File: src/rtl/delay_tap_line.sv
// -----------------------------------------------------------------------------
// delay_tap_line
//
// Programmable sample-alignment delay line. The input sample is shifted through
// a DEPTH-stage register chain on every rising clock edge, and the output is
// taken from the stage chosen by the 2-bit tap select {sel_1, sel}. Data is
// treated as opaque bits, so two's-complement values pass through unchanged.
//
// Configuration macro:
//   DELAY_TAP_OUT_REG_EN  - when defined, y is driven from an output register
//                           (latency s+2, glitch-free). When undefined, y is a
//                           combinational mux of the stage registers
//                           (latency s+1).
//
// Parameters:
//   WIDTH  sample width in bits (a, y and every stage)
//   DEPTH  number of stages; must be 4 to match the 2-bit tap select
//
// Ports:
//   clk    in   1      rising-edge clock
//   clear  in   1      synchronous active-low clear of all state
//   a      in   WIDTH  input sample, captured every edge while clear=1
//   sel    in   1      tap select LSB
//   sel_1  in   1      tap select MSB
//   y      out  WIDTH  delayed sample from the selected tap
// -----------------------------------------------------------------------------
module delay_tap_line #(
   parameter int WIDTH = 4,
   parameter int DEPTH = 4
) (
   input  logic             clk,
   input  logic             clear,
   input  logic [WIDTH-1:0] a,
   input  logic             sel,
   input  logic             sel_1,
   output logic [WIDTH-1:0] y
);

   // The tap select is exactly two bits wide, so only a 4-stage chain is
   // addressable without holes or unreachable stages.
   generate
      if (DEPTH != 4) begin : g_bad_depth
         $error("delay_tap_line: DEPTH must be 4 (2-bit tap select), got %0d", DEPTH);
      end
   endgenerate

   logic [WIDTH-1:0] r_st [DEPTH];
   logic [1:0]       w_tap;
   logic [WIDTH-1:0] w_tap_data;

   assign w_tap = {sel_1, sel};

   // Shift chain. Clear has priority over capture; the incoming sample on a
   // clearing edge is dropped.
   always_ff @(posedge clk) begin
      if (!clear) begin
         // NOTE: every stage is cleared, not just the head, so a flush never
         // lets a pre-clear sample reappear at a deep tap.
         for (int k = 0; k < DEPTH; k++) begin
            r_st[k] <= '0;
         end
      end else begin
         // NOTE: non-blocking assignments make every stage read its
         // neighbour's pre-edge value, which is what turns this into a shift.
         r_st[0] <= a;
         for (int k = 1; k < DEPTH; k++) begin
            r_st[k] <= r_st[k-1];
         end
      end
   end

   // Tap mux over register outputs only; a never reaches y combinationally.
   always_comb begin
      // NOTE: default first so no path through this block can infer a latch.
      w_tap_data = '0;
      w_tap_data = r_st[w_tap];
   end

`ifdef DELAY_TAP_OUT_REG_EN
   // Registered output: samples the pre-edge stage selected by the tap, so a
   // tap change is visible on y only after the following edge.
   logic [WIDTH-1:0] r_y;

   always_ff @(posedge clk) begin
      if (!clear) begin
         r_y <= '0;
      end else begin
         r_y <= w_tap_data;
      end
   end

   assign y = r_y;
`else
   assign y = w_tap_data;
`endif

endmodule

File: config.mk
export PLATFORM = sky130hd
export DESIGN_NAME = delay_tap_line
export DESIGN_NICKNAME = d
export VERILOG_FILES = /design/src/rtl/delay_tap_line.sv
export SDC_FILE = /design/constraint.sdc
export NUM_CORES = 1
export LEC_CHECK = 0
export CELL_PAD_IN_SITES_DETAIL_PLACEMENT = 0
export CELL_PAD_IN_SITES_GLOBAL_PLACEMENT = 2
export CORE_MARGIN = 2
export CORE_UTILIZATION = 27
export DETAILED_ROUTE_END_ITERATION = 8
export PLACE_DENSITY = 0.72
export SKIP_LAST_GASP = 1
export SLEW_MARGIN = 20
export SYNTH_ARGS = -nofsm -noshare
export SYNTH_HDL_FRONTEND = slang
export SYNTH_SLANG_ARGS = --single-unit
File: constraint.sdc
create_clock -name clk -period 0.8 [get_ports clk]
set_input_delay 0.12 -clock clk [delete_from_list [all_inputs] [get_ports clk]]
set_output_delay 0.12 -clock clk [all_outputs]
set_load 0.01 [all_outputs]
==> flow_summary.yaml <==
global_route:
  met2_usage: 0.100
  grt.busiest_layer: "met1"
  grt_first_pass_wirelength_mm: 1.19
  antenna_found_initial: 0
  grt_pass1_vias: 247
  grt_max_degree: 17
  grtUsageMet3: 0.0593
  met1_usage: 0.108
  grt_usage: 0.0817
  grt-ovfl-total: 0
finish:
  final_common_cell: "and2_1"
  fillers: 190
  layout_common_cells: "16 x and2_1, 12 x dfxtp_1, 6 x clkdlybuf4s50_1, 4 x mux4_2, 4 x dfxtp_2"
  top_register: "r_st"
  nets: 63
  largest_reg_flops: 16
  largestRegisters: "r_st: 16 flops"
  diodes: 0
  syn_to_final_growth_pct: 34.8
  drive_gt1_frac: 0.352
  utilization: 0.375
  stdcell_count: 81
  fin_area_sq_um: 713
placed_design:
  place_area_sq_um: 669
  gp_congestion: 0.599
  pre_cts_ws_ps: -1040
  placed_cells: 76
  portBuffers: 11
sta:
  rsz0062_at_grt: "true"
  max_slew_margin: 0.883
  fin_skew_ps: 2.84
  fmax_mhz: 751
  finalHoldViolCount: 0
  min_period_over_period: 1.67
  final_max_slew_viol_count: 0
  setup_slack_ps: -532
  fin_crit_ps: 1330
  setup_viol: 4
  hold_ws_ps: 400
  worst_pin_slew_ps: 175
clock_tree:
  ctsHoldBuffers: 0
  cts_buffers: 3
  clock_path_buffers: 2
  insertion_delay_ps: 280
  clk_pin_slew_ps: 90
  cts_sinks: 16
  h-tree-depth: 1
  cts_tree: "done"
  cts-root-buf: "clkbuf_4"
power_and_ir_drop:
  p_leak_nw: 0.293
  ir_drop_mv: 1.03
  cellPowerDensity_nw_per_um2: 2080
route:
  drt-total-wl_um: 812
  drt_iter0_drc: 6
  vias: 310
  wl_per_cell_um: 10.0
  vias_per_cell: 3.83
  dr.pass1.iters: 4
  drc: 0
  postRouteAntennaNets: 0
setup_path:
  worstReg2RegEnd: "r_st[1][3]"
  path_buf_inv: 1
  crit_path_end_kind: "output pin"
  cp.required_ps: 680
  regToRegStartpoint: "r_st[0][3]"
  worstPathCellList: "mux4_2 > buf_6"
  reg2reg_depth: 2
  crit_arrival_ps: 1210
  slowest_delay_ps: 460
  critPathTopFamily: "multiplexers"
  cpMaxStageDelayCell: "mux4_2"
  reg2reg_setup_slack_ps: 130
  critPathMaxFanout: 2
  startpoint_type: "flip-flop"
  crit_type: "flip-flop to output pin"
synth:
  synth_top_area_frac: 0.605
  synth_nets: 45
  netlist_instances: 37
  synth_warnings: 0
  ys_ff_latch: 16
  synth_area_leaders: "dfxtp_1 61%, mux4_1 20%, and2_1 19%"
  netlist_area_sq_um: 529
  synth_top_area_cell: "dfxtp_1"
  synth_cell_types: 4
  yosysSeqAreaShare: 0.605
  syn_avg_cell_area_sq_um: 14.3
floorplan:
  initial_core_util: 0.278
  die_area_sq_um: 2330
  die_y_um: 48.3
  coreArea_sq_um: 1900
  die_x_um: 48.3
  pin_count: 12
  rows: 16
hold_path:
  min_to: "r_st[0][0]"
  hold_class: "input port to flip-flop"
  hold_start: "a[0]"
  min_delay_path_depth: 2
outcome:
  violations: "setup timing"
  status: "complete, but fails checks"
flow_run:
  drv_cap: 0
## logic make-up (layout without fill, tap and decap cells)
family | after synthesis | after routing | synth area share
simple gates | 16 | 16 | 0.189
buf+inv | 1 | 18 | 0.00709
mux | 4 | 4 | 0.199
flops | 16 | 16 | 0.605
## area by class of cell
class | instances | area (sq um) | share of cell area
Sequential cell | 16 | 325 | 0.456
Multi-Input combinational cell | 20 | 190 | 0.267
Timing Repair Buffer | 14 | 128 | 0.179
Clock buffer | 4 | 36.3 | 0.0509
Tap cell | 27 | 33.8 | 0.0474
## worst max path at each step
stage	slack [ps]	cells after the start	endpoint	startpoint
floorplan	-80	1	y[0]	r_st[2][0]
CTS	-550	2	y[2]	r_st[0][2]
detailed placement	-1040	4	y[2]	sel
finish	-530	2	y[2]	r_st[0][2]
global placement	-1050	4	y[2]	sel
global route	-570	2	y[2]	r_st[0][2]
## per-layer routing
metal | vias to the layer above | share of wire
met5 | - | 0
met4 | 0 | 0.012
met3 | 2 | 0.12
met2 | 15 | 0.40
met1 | 137 | 0.47
li1 | 156 | -
## metrics by stage
stage | TNS [ps] | total power, mW
after CTS | -2140 | 1.50
after global placement | -6850 | 0.981
after global routing | -2260 | 1.56
final | -2080 | 1.48
after floorplan | -327 | 0.900
after detailed placement | -6730 | 0.980
## synth_stat cells, drive strengths merged
master	count
and2	16
dfxtp	16
mux4	4
clkbuf	1
## worst reg2reg max path: stages, from the launching register on
cell and delay (ps):
dfxtp_2 320, buf_4 120, and2_1 120
## repair_timing
action,in CTS,in global routing
setup endpoints to repair,4,4
setup buffers,0,1
gates resized for setup,20,4
## power by group
group / internal, mW / leakage (nW) / switching, mW
combinational: 0.0857 / 0.139 / 0.0400
clock: 0.277 / 0.0210 / 0.244
sequential: 0.825 / 0.132 / 0.0117
(Power assumes the default switching activity.)
